<file path="src/rtl/pattern_scan_ctrl.sv">
// Programmable serial pattern scanner: loads pattern/length/overlap/frame config,
// then scans one frame of valid-qualified bits, counting Mealy matches.
module pattern_scan_ctrl #(
    parameter int unsigned MAXLEN = 8,
    parameter int unsigned LENW   = 4,
    parameter int unsigned FW     = 16,
    parameter int unsigned CW     = 8
) (
    input  logic              clk,
    input  logic              rst,
    input  logic              cfg_wr,
    input  logic [MAXLEN-1:0] cfg_pattern,
    input  logic [LENW-1:0]   cfg_len,
    input  logic              cfg_ovl,
    input  logic [FW-1:0]     cfg_frame,
    input  logic              start,
    input  logic              abort,
    input  logic              in_valid,
    input  logic              in_bit,
    output logic              busy,
    output logic              match,
    output logic [CW-1:0]     match_count,
    output logic              done,
    output logic              cfg_err
);

    typedef enum logic [1:0] {IDLE, SCAN, DONE} state_e;

    state_e              state_q, state_d;
    logic [MAXLEN-1:0]   pat_q, pat_d;
    logic [LENW-1:0]     len_q, len_d;
    logic                ovl_q, ovl_d;
    logic [FW-1:0]       frame_q, frame_d;
    logic [MAXLEN-2:0]   hist_q, hist_d;
    logic [LENW-1:0]     fill_q, fill_d;
    logic [FW-1:0]       rem_q, rem_d;
    logic [CW-1:0]       cnt_q, cnt_d;
    logic                err_q, err_d;

    logic [MAXLEN-1:0]   win;
    logic [MAXLEN-1:0]   mask;
    logic                hit_c;
    logic                len_ok;

    // Window compare: only the low len bits count, and only once enough history exists.
    always_comb begin
        win = {hist_q, in_bit};
        for (int unsigned i = 0; i < MAXLEN; i++) begin
            mask[i] = (i < 32'(len_q));
        end
        hit_c = (((win ^ pat_q) & mask) == '0) && (fill_q >= (len_q - LENW'(1)));
    end

    assign len_ok      = (cfg_len != '0) && (cfg_len <= LENW'(MAXLEN));
    assign match       = (state_q == SCAN) && in_valid && !abort && hit_c;
    assign busy        = (state_q == SCAN);
    assign done        = (state_q == DONE);
    assign match_count = cnt_q;
    assign cfg_err     = err_q;

    always_ff @(posedge clk) begin
        if (rst) begin
            state_q <= IDLE;
            pat_q   <= '0;
            len_q   <= LENW'(1);
            ovl_q   <= 1'b1;
            frame_q <= '0;
            hist_q  <= '0;
            fill_q  <= '0;
            rem_q   <= '0;
            cnt_q   <= '0;
            err_q   <= 1'b0;
        end else begin
            state_q <= state_d;
            pat_q   <= pat_d;
            len_q   <= len_d;
            ovl_q   <= ovl_d;
            frame_q <= frame_d;
            hist_q  <= hist_d;
            fill_q  <= fill_d;
            rem_q   <= rem_d;
            cnt_q   <= cnt_d;
            err_q   <= err_d;
        end
    end

    always_comb begin
        state_d = state_q;
        pat_d   = pat_q;
        len_d   = len_q;
        ovl_d   = ovl_q;
        frame_d = frame_q;
        hist_d  = hist_q;
        fill_d  = fill_q;
        rem_d   = rem_q;
        cnt_d   = cnt_q;
        err_d   = 1'b0;

        case (state_q)
            IDLE: begin
                // A config write shadows a simultaneous start.
                if (cfg_wr) begin
                    if (len_ok) begin
                        pat_d   = cfg_pattern;
                        len_d   = cfg_len;
                        ovl_d   = cfg_ovl;
                        frame_d = cfg_frame;
                    end else begin
                        err_d = 1'b1;
                    end
                end else if (start) begin
                    if (frame_q == '0) begin
                        err_d = 1'b1;
                    end else begin
                        state_d = SCAN;
                        rem_d   = frame_q;
                        cnt_d   = '0;
                        hist_d  = '0;
                        fill_d  = '0;
                    end
                end
            end
            SCAN: begin
                if (abort) begin
                    state_d = IDLE;
                end else if (in_valid) begin
                    rem_d = rem_q - FW'(1);
                    if (match && (cnt_q != '1)) begin
                        cnt_d = cnt_q + CW'(1);
                    end
                    if (match && !ovl_q) begin
                        hist_d = '0;
                        fill_d = '0;
                    end else begin
                        hist_d = win[MAXLEN-2:0];
                        if (fill_q != LENW'(MAXLEN)) begin
                            fill_d = fill_q + LENW'(1);
                        end
                    end
                    if (rem_q == FW'(1)) begin
                        state_d = DONE;
                    end
                end
            end
            DONE: begin
                state_d = IDLE;
            end
            default: begin
                state_d = IDLE;
            end
        endcase
    end

endmodule

</file>
<file path="config.mk">
export PLATFORM = sky130hd
export DESIGN_NAME = pattern_scan_ctrl
export DESIGN_NICKNAME = d
export VERILOG_FILES = /design/src/rtl/pattern_scan_ctrl.sv
export SDC_FILE = /design/constraint.sdc
export NUM_CORES = 1
export LEC_CHECK = 0
export ABC_AREA = 1
export BUFFER_PORTS_ARGS = -buffer_cell sky130_fd_sc_hd__buf_4
export CORE_ASPECT_RATIO = 0.5
export CORE_MARGIN = 2
export CORE_UTILIZATION = 31
export DETAILED_ROUTE_END_ITERATION = 8
export GPL_TIMING_DRIVEN = 0
export PLACE_DENSITY = 0.53
export SLEW_MARGIN = 20
export SYNTH_ARGS = -nofsm -noshare
export SYNTH_HDL_FRONTEND = slang
export SYNTH_SLANG_ARGS = --single-unit
export TNS_END_PERCENT = 1
</file>
<file path="constraint.sdc">
create_clock -name clk -period 3.4 [get_ports clk]
set_input_delay 0.34 -clock clk [delete_from_list [all_inputs] [get_ports clk]]
set_output_delay 0.34 -clock clk [all_outputs]
set_load 0.005 [all_outputs]
</file>
After elaboration in Yosys (flattened, before gate mapping) --
Index checks and enable logic that the tools add are counted.
Operators by class: multiply operators 0, bitwise operators 3, magnitude comparators 10, reduce and logical (&&, ||, !) cells 20, shifts and indexed selects 0, divide/modulo/power cells 0, mux-type cells 39, eq/ne operators 14, add/subtract/negate cells 4
Operators with widths (number):
- $mux W16 | 5
- $mux W8 | 6
- $mux W7 | 6
- $pmux W16 S2 | 1
- $mux W4 | 7
- $eq A16 B1 Y1 const B | 1
- $logic_not A16 Y1 | 1
- $lt A3 B4 Y1 const A | 4
- $pmux W8 S2 | 1
- $sub A16 B1 Y16 const B | 1
- $pmux W7 S2 | 1
- $reduce_and A7 Y1 | 2
- $mux W2 | 6
- $ne A2 B2 Y1 const B | 5
- $add A8 B1 Y8 const B | 1
- $and A8 B8 Y8 | 1
- $logic_not A8 Y1 | 1
- $lt A1 B4 Y1 const A | 2
- $lt A2 B4 Y1 const A | 2
- $ne A8 B8 Y1 const B | 1
- $pmux W4 S2 | 1
- $xor A8 B8 Y8 | 1
- $logic_and A1 B1 Y1 | 7
- $reduce_and A6 Y1 | 1
- 21 further kinds | 25
Storage, ports and cells: memories 0, memory bits (read-only) 0, flip-flop bits (word level) 67, input port bits 36, bits in latches 0, memory bits (writable) 0

Logic depth before layout (Yosys ltp) --
Gate-level depths: netlist (run 1).
word-level depth 10, gate-level depth with buffers 15

Worst setup path after synthesis (run 1) --
OpenSTA, ideal clock, no wires.
path kind register to register, from reg len_q[2], to reg fill_q[1], stages on the path, launching flop included 16, library setup time 0.115 ns, path buffers 1, arrival 1.814 ns, setup slack 1.471 ns, cells stage by stage dfxtp_1 > inv_1 > nand3_1 > xor2_1 > inv_1 > ha_1 > nand2_1 > inv_1 > nand3_1 > nand3_1 > nand4_2 > buf_6 > nand3_2 > nand3_1 > nand2_1 > nor2_1
Between the ends: word-level cells in the longest chain between the ends 10
RTL lines:
- from (decl) | line 31 | logic [LENW-1:0] len_q, len_d;
- from (signal assigned) | line 76 | len_q <= len_d;
- branches (longest 3 deep; another with $sub A4 B1 Y4)
- $logic_and A1 B1 Y1 (*) | line 51 | hit_c = (((win ^ pat_q) & mask) == '0) && (fill_q >= (len_q - LENW'(1)));
- $logic_and A1 B1 Y1 (*) | line 55 | assign match = (state_q == SCAN) && in_valid && !abort && hit_c;
- $logic_and A1 B1 Y1 (*) | line 131 | if (match && !ovl_q) begin
- $mux W4 | line 131
- $mux W4 | line 126 | end else if (in_valid) begin
- $mux W4 | line 124 | if (abort) begin
- $pmux W4 S2 | line 99 | case (state_q)
- to (signal assigned) | line 80 | fill_q <= fill_d;
- to (decl) | line 35 | logic [LENW-1:0] fill_q, fill_d;
Mark *: on every way between the ends. The select of a mux whose other input is x is not followed. A chain may end at the register's enable or synchronous reset.

Final worst setup path (run 1) --
from reg len_q[2], to out match
Between the ends: word-level cells in the longest chain between the ends 5
RTL lines:
- branches (longest 3 deep; another with $sub A4 B1 Y4)
- $logic_and A1 B1 Y1 (*) | line 51
- $logic_and A1 B1 Y1 (*) | line 55
- to (decl) | line 21 | output logic match,
Mark *: on every way between the ends.

==> impl_metrics.ini, run 1 <==
[final_layout]
num-fill-cells = 1226
n_antenna_cell = 0
seqCellArea_um2 = 1341
layout_commonest_cell = nand2_1
final_cell_mix = nand2_1 (99), dfxtp_1 (67), a21oi_1 (62), inv_1 (60), nor2_1 (59)
multi_input_comb_area_um2 = 1973
final_core_utilization_pct = 39.93
layout-drive-gt1-share_pct = 14.57
syn_to_final_growth_pct = 22.86
layout.nets = 641

[job]
cap_violations = 0

[grt]
grt_max_degree = 12
grt_first_pass_wirelength_um = 17450
grt_overflow = 0
grt_usage_pct = 18.39
antenna_found_initial = 0
grt_pass1_vias = 3294

[place]
port_buffers = 47
hpwl_um = 8153
place.gp.congestion = 0.8564
place_ws_ps = 1206

[logic_synthesis]
synth-xor-area-share_pct = 3.354
synth_edf_count = 0
synth_seq_cells = 67
synthMuxAreaShare_pct = 0
yosys.area_share.adder_pct = 4.107
async_flop_share_pct = 0
yosysTopAreaCell = dfxtp_1
syn-num-nets = 583
ys_seq_area_share_pct = 36.69
synth_top_area_share_pct = 36.69
synth_compound_area_share_pct = 19.92
synth_warnings = 0
synthSimpleGateAreaFrac_pct = 26.59
synth_top_family_by_area = simple AND/OR/NAND/NOR gates
synth_top_flop_cell = dfxtp_1
syn_area_um2 = 3656
syn_inst = 535
syn_area_per_cell_um2 = 6.834
ys_top_cells_by_area = dfxtp_1 (37%), nand2_1 (10%), a21oi_1 (8.5%), o21ai_0 (6.8%), inv_1 (6.2%)
synth_cell_type_count = 38

[timing]
period_share_pct = 73.73
whs_ps = 191.2
drv_slew = 0
fin_crit_ps = 2507
clock.fmax_mhz = 398.9
hold_viol_final = 0
grt_setup_unrepaired = false
tightest_slew_ps = 716.1
slew_headroom_pct = 52.26
setup_violations = 0
fin_tns_setup_ps = 0
fin_skew_ps = 7.826
fin_ws_ps = 893.2

[cts]
tritoncts = done
post_cts_buffers = 0
h-tree-depth = 3
clk_latency_ps = 340
path_clk_slew_ps = 50
clockBufferDepth = 2
cts_resized = 0
cts.sinks = 67
root_buffer = clkbuf_16
cts_buffers = 9
cts-hold-fix-buffers = 0

[floorplan]
fp.dieH_um = 80.79
die_area_um2 = 12730
initial_core_util_pct = 32.50
coreArea_um2 = 11250
rows = 27
dieWidth_um = 157.6
io_pins = 48

[drt]
finalWirelength_um = 11000
via_count = 3623
firstDrtPassIters = 5
vias_per_cell = 4.792
drcViolationCount = 0
ant_nets = 0
drtIter0Drc = 214
wl_per_cell_um = 14.55

[critical_path]
cp_max_fo = 6
ff2ff_path_depth = 15
crit_family = simple AND/OR/NAND/NOR gates
path_depth = 11
cp_data_arrival_time_ps = 2170
path_class = flop to primary output
start_kind = flop
critPathMaxStageDelay_ps = 420
critPathRequiredTime_ps = 3060
crit_buf_inv = 4
slowest_stage = dfxtp_1
cpMostUsedCell = inv_1
cp-end-kind = primary output
path_cells = inv_1 > nand3_1 > xor2_1 > inv_1 > ha_1 > nand2_1 > inv_1 > o21ai_0 > nand3_1 > and3_1 > buf_4

[status]
status = completed

[min_path]
min_path_type = primary input to flop
hold_depth = 2

[pwr]
p_leak_uw = 0.001898
vdd_drop_max_uv = 212.8
power_density_nw_per_um2 = 562.8
## state kept, by name, summed over array words and instances, names as in the netlist
signal	flops
ovl_q	1
fill_q	4
match_count	8
rem_q	16
state_q	2
frame_q	16
cfg_err	1
hist_q	7
pat_q	8
len_q	4
## worst reg2reg max path, delay by kind of cell, from the launching register on
family	cells	cell delay, ps
AOI/OAI and AO/OA	1	70
buffers and inverters	4	380
xor gates and xnor gates	1	150
and+or+nand+nor	8	840
DFF	1	420
adders and majority gates	1	290
## final cells by class
type                    instances  area share [%]
plain buffers                  22           2.256
clock buffers                  10           5.097
clock inverters                 5           1.226
inverters                      64           5.348
multi-input cells             382           43.93
flip-flops and latches         67           29.86
well taps                     159           4.429
repair buffers                 47           7.855
## stage by stage
step	cell area, um2	total power (uW)	cells
floorplan	3656	1405	535
global placement	4208	1612	741
detailed placement	4208	1616	741
CTS	4492	2534	756
global route	4492	2683	756
finish	4492	2528	756
## report_power, final
group	switching, uW	leakage (uW)	internal (uW)
clock network	361	0.000134	561
logic	428	0.00121	238
registers	71.0	0.000550	869
total	861	0.00190	1670
## cells in the mapped netlist (2+ instances only)
cell type  count
nand3_1       39
a211oi_1       3
ha_1          12
xor2_1        11
nand4_1        5
nand3_2        3
nand2_4        2
nand4_2        2
o211ai_1       5
o21ai_1        8
dfxtp_1       67
clkbuf_1      13
a21oi_1       62
nor2_2         2
inv_1         60
nor2_1        59
or2_2          2
buf_2          6
inv_2          3
nor3_1         4
o21ai_0       50
nand2_1       99
xnor2_1        3
## worst paths after layout
path | slack [ps] | startpoint | to
worst max-delay path | 890 | len_q[2]$_SDFFE_PP0P_ | match
worst min-delay path | 190 | abort | state_q[1]$_SDFFE_PP0P_
worst max register to register | 1190 | len_q[2]$_SDFFE_PP0P_ | fill_q[1]$_SDFFE_PP0P_
worst min register to register | 470 | pat_q[4]$_SDFFE_PP0P_ | pat_q[4]$_SDFFE_PP0P_
## per-layer routing
metal / part of all wire, % / wire [um] / vias up / GRT usage [%]
li1: - / - / 1875 / -
met1: 52 / 5678 / 1677 / 25.66
met2: 43 / 4718 / 62 / 28.03
met3: 4.1 / 447 / 9 / 5.229
met4: 1.4 / 153 / 0 / 4.636
met5: 0 / 0 / - / 0
## cells by family after synthesis
kind of cell | count (synthesis)
compound gates | 135
buf+inv | 86
fa+ha+maj | 12
flops | 67
xor+xnor | 14
simple gates | 221
No activity file was read; power rests on OpenSTA's default activity.
==> inputs of run 2 (changes only) <==
--- a/config.mk
+++ b/config.mk
@@ -12,7 +12,7 @@
 export CORE_UTILIZATION = 31
 export DETAILED_ROUTE_END_ITERATION = 8
 export GPL_TIMING_DRIVEN = 0
-export PLACE_DENSITY = 0.53
+export PLACE_DENSITY = 0.55
 export SLEW_MARGIN = 20
 export SYNTH_ARGS = -nofsm -noshare
 export SYNTH_HDL_FRONTEND = slang
==> constraint.sdc (replaced) <==
create_clock -name clk -period 2.25 [get_ports clk]
set_input_delay 0.225 -clock clk [delete_from_list [all_inputs] [get_ports clk]]
set_output_delay 0.225 -clock clk [all_outputs]
set_load 0.005 [all_outputs]
==> run 2 against run 1 <==
Against the previous run: die area did not move; clock power is 65% higher; sequential power rose by 51%; register-to-register slack got worse by 1000 ps; total power increased by 59%; non-clock buffer count is 8 higher; design area increased by 3.2%; critical path type unchanged; clock skew shrank 1.9 ps.
==> impl_metrics.ini, run 2 (synthesized netlist as in run 1, its figures left out) <==
[drt]
vias_per_cell = 4.821
wl_per_cell_um = 14.49
drcViolationCount = 0
ant_nets = 0
via_count = 3683
finalWirelength_um = 11070
drtIter0Drc = 212
firstDrtPassIters = 5

[status]
status = completed

[floorplan]
fp.dieH_um = 80.79
die_area_um2 = 12730
coreArea_um2 = 11250
io_pins = 48
initial_core_util_pct = 32.50
rows = 27
dieWidth_um = 157.6

[cts]
root_buffer = clkbuf_16
clockBufferDepth = 2
clk_latency_ps = 340
cts.sinks = 67
path_clk_slew_ps = 50
h-tree-depth = 3
cts_buffers = 9
tritoncts = done

[critical_path]
crit_buf_inv = 3
cp_data_arrival_time_ps = 1920
cp_max_fo = 4
path_class = flop to primary output
cp-end-kind = primary output
crit_family = adder cells
r2r_slack_ps = 160
timing.rr.end = hist_q[6]$_SDFFE_PP0P_
path_depth = 10
startpoint = len_q[0]$_SDFFE_PP1P_
start_kind = flop
path_cells = inv_2 > ha_2 > xnor2_1 > ha_1 > nand2_1 > inv_1 > o21ai_1 > nand3_2 > and3_4 > buf_4
slowest_stage = dfxtp_2
critPathRequiredTime_ps = 2030
timing.rr.start = len_q[2]$_SDFFE_PP0P_
cp-endpoint = match
ff2ff_path_depth = 15
critPathMaxStageDelay_ps = 330

[final_layout]
layout_commonest_cell = nand2_1
layout-drive-gt1-share_pct = 17.52
syn_to_final_growth_pct = 26.80
layout.nets = 649
final_cell_mix = nand2_1 (99), dfxtp_1 (64), a21oi_1 (62), nor2_1 (58), inv_1 (57)
reg_top3 = frame_q x16, rem_q x16
n_antenna_cell = 0
num-fill-cells = 1162

[place]
place_ws_ps = 31.35
port_buffers = 47
hpwl_um = 8069
place.gp.congestion = 0.8581

[grt]
antenna_found_initial = 0
grt_pass1_vias = 3400
grt_overflow = 0
grt_first_pass_wirelength_um = 17690
grt_max_degree = 11
grt_usage_pct = 18.41

[pwr]
power_density_nw_per_um2 = 865.0
p_leak_uw = 0.001944
vdd_drop_max_uv = 398.8

[timing]
grt_setup_unrepaired = false
fin_ws_ps = 103.2
setup_violations = 0
clock.fmax_mhz = 465.8
hold_viol_final = 0
fin_crit_ps = 2147
period_share_pct = 95.41
drv_slew = 0
tightest_slew_ps = 671.2
fin_skew_ps = 5.921
whs_ps = 69.46
fin_tns_setup_ps = 0
slew_headroom_pct = 55.25

[min_path]
min_path_type = primary input to flop

[job]
cap_violations = 0
[run 2: cell count changes in the layout (fill, tap and decap cells not counted), sizes merged]
| cell | change |
|---|---|
| buf | +8 |
| bufinv | +1 |
| clkbuf | +3 |
| clkinv | -2 |
| clkinvlp | -2 |
[run 2: metal layers]
metal	routed length [um]	part of all wire (%)	global-route usage (%)	vias up
met3	481	4.3	4.642	13
met4	163	1.5	5.273	0
met2	4908	44	29.26	68
met1	5515	50	24.93	1708
li1	-	-	-	1894
met5	0	0	0	-
[run 2: worst min path at each step]
stage                     startpoint                      end  slack (ps)  cells after the start
after global routing           abort  state_q[1]$_SDFFE_PP0P_          70                      2
after floorplan                abort  state_q[1]$_SDFFE_PP0P_         300                      1
after detailed placement       abort  state_q[1]$_SDFFE_PP0P_         420                      2
after global placement         abort  state_q[1]$_SDFFE_PP0P_         420                      2
after CTS                      abort  state_q[1]$_SDFFE_PP0P_          60                      2
final                          abort  state_q[1]$_SDFFE_PP0P_          70                      2
[run 2: repair_timing]
item                                    4_1_cts  5_1_grt
buffers inserted                              3        4
pin swaps                                     2        4
endpoints found under the setup margin        2       15
cloned                                        0        1
hold buffers                                  0        0
gates resized for setup                       7        9
[run 2: through the flow]
| stage | power (uW) | cells | instance area (um2) | util, % |
|---|---|---|---|---|
| after floorplan | 2124 | 535 | 3656 | - |
| after global placement | 2433 | 741 | 4208 | 37.40 |
| after detailed placement | 2439 | 741 | 4208 | 37.40 |
| after CTS | 3986 | 759 | 4547 | 40.42 |
| after global routing | 4251 | 764 | 4636 | 41.21 |
| final | 4010 | 764 | 4636 | 41.21 |
[run 2: where the power goes]
part,total [uW],switching (uW),leakage [uW],internal [uW]
logic,1070,676,0.00124,398
registers,1420,108,0.000551,1310
clock network,1520,520,0.000150,995
total,4010,1300,0.00194,2710
[run 2: cell type report]
type	count	area, um2	area share (%)
multi-input cells	382	2027	43.72
flip-flops and latches	67	1348	29.07
repair buffers	55	410.4	8.853
clock buffers	13	250.2	5.398
inverters	64	240.2	5.182
well taps	159	198.9	4.291
plain buffers	22	101.3	2.186
clock inverters	2	60.06	1.296
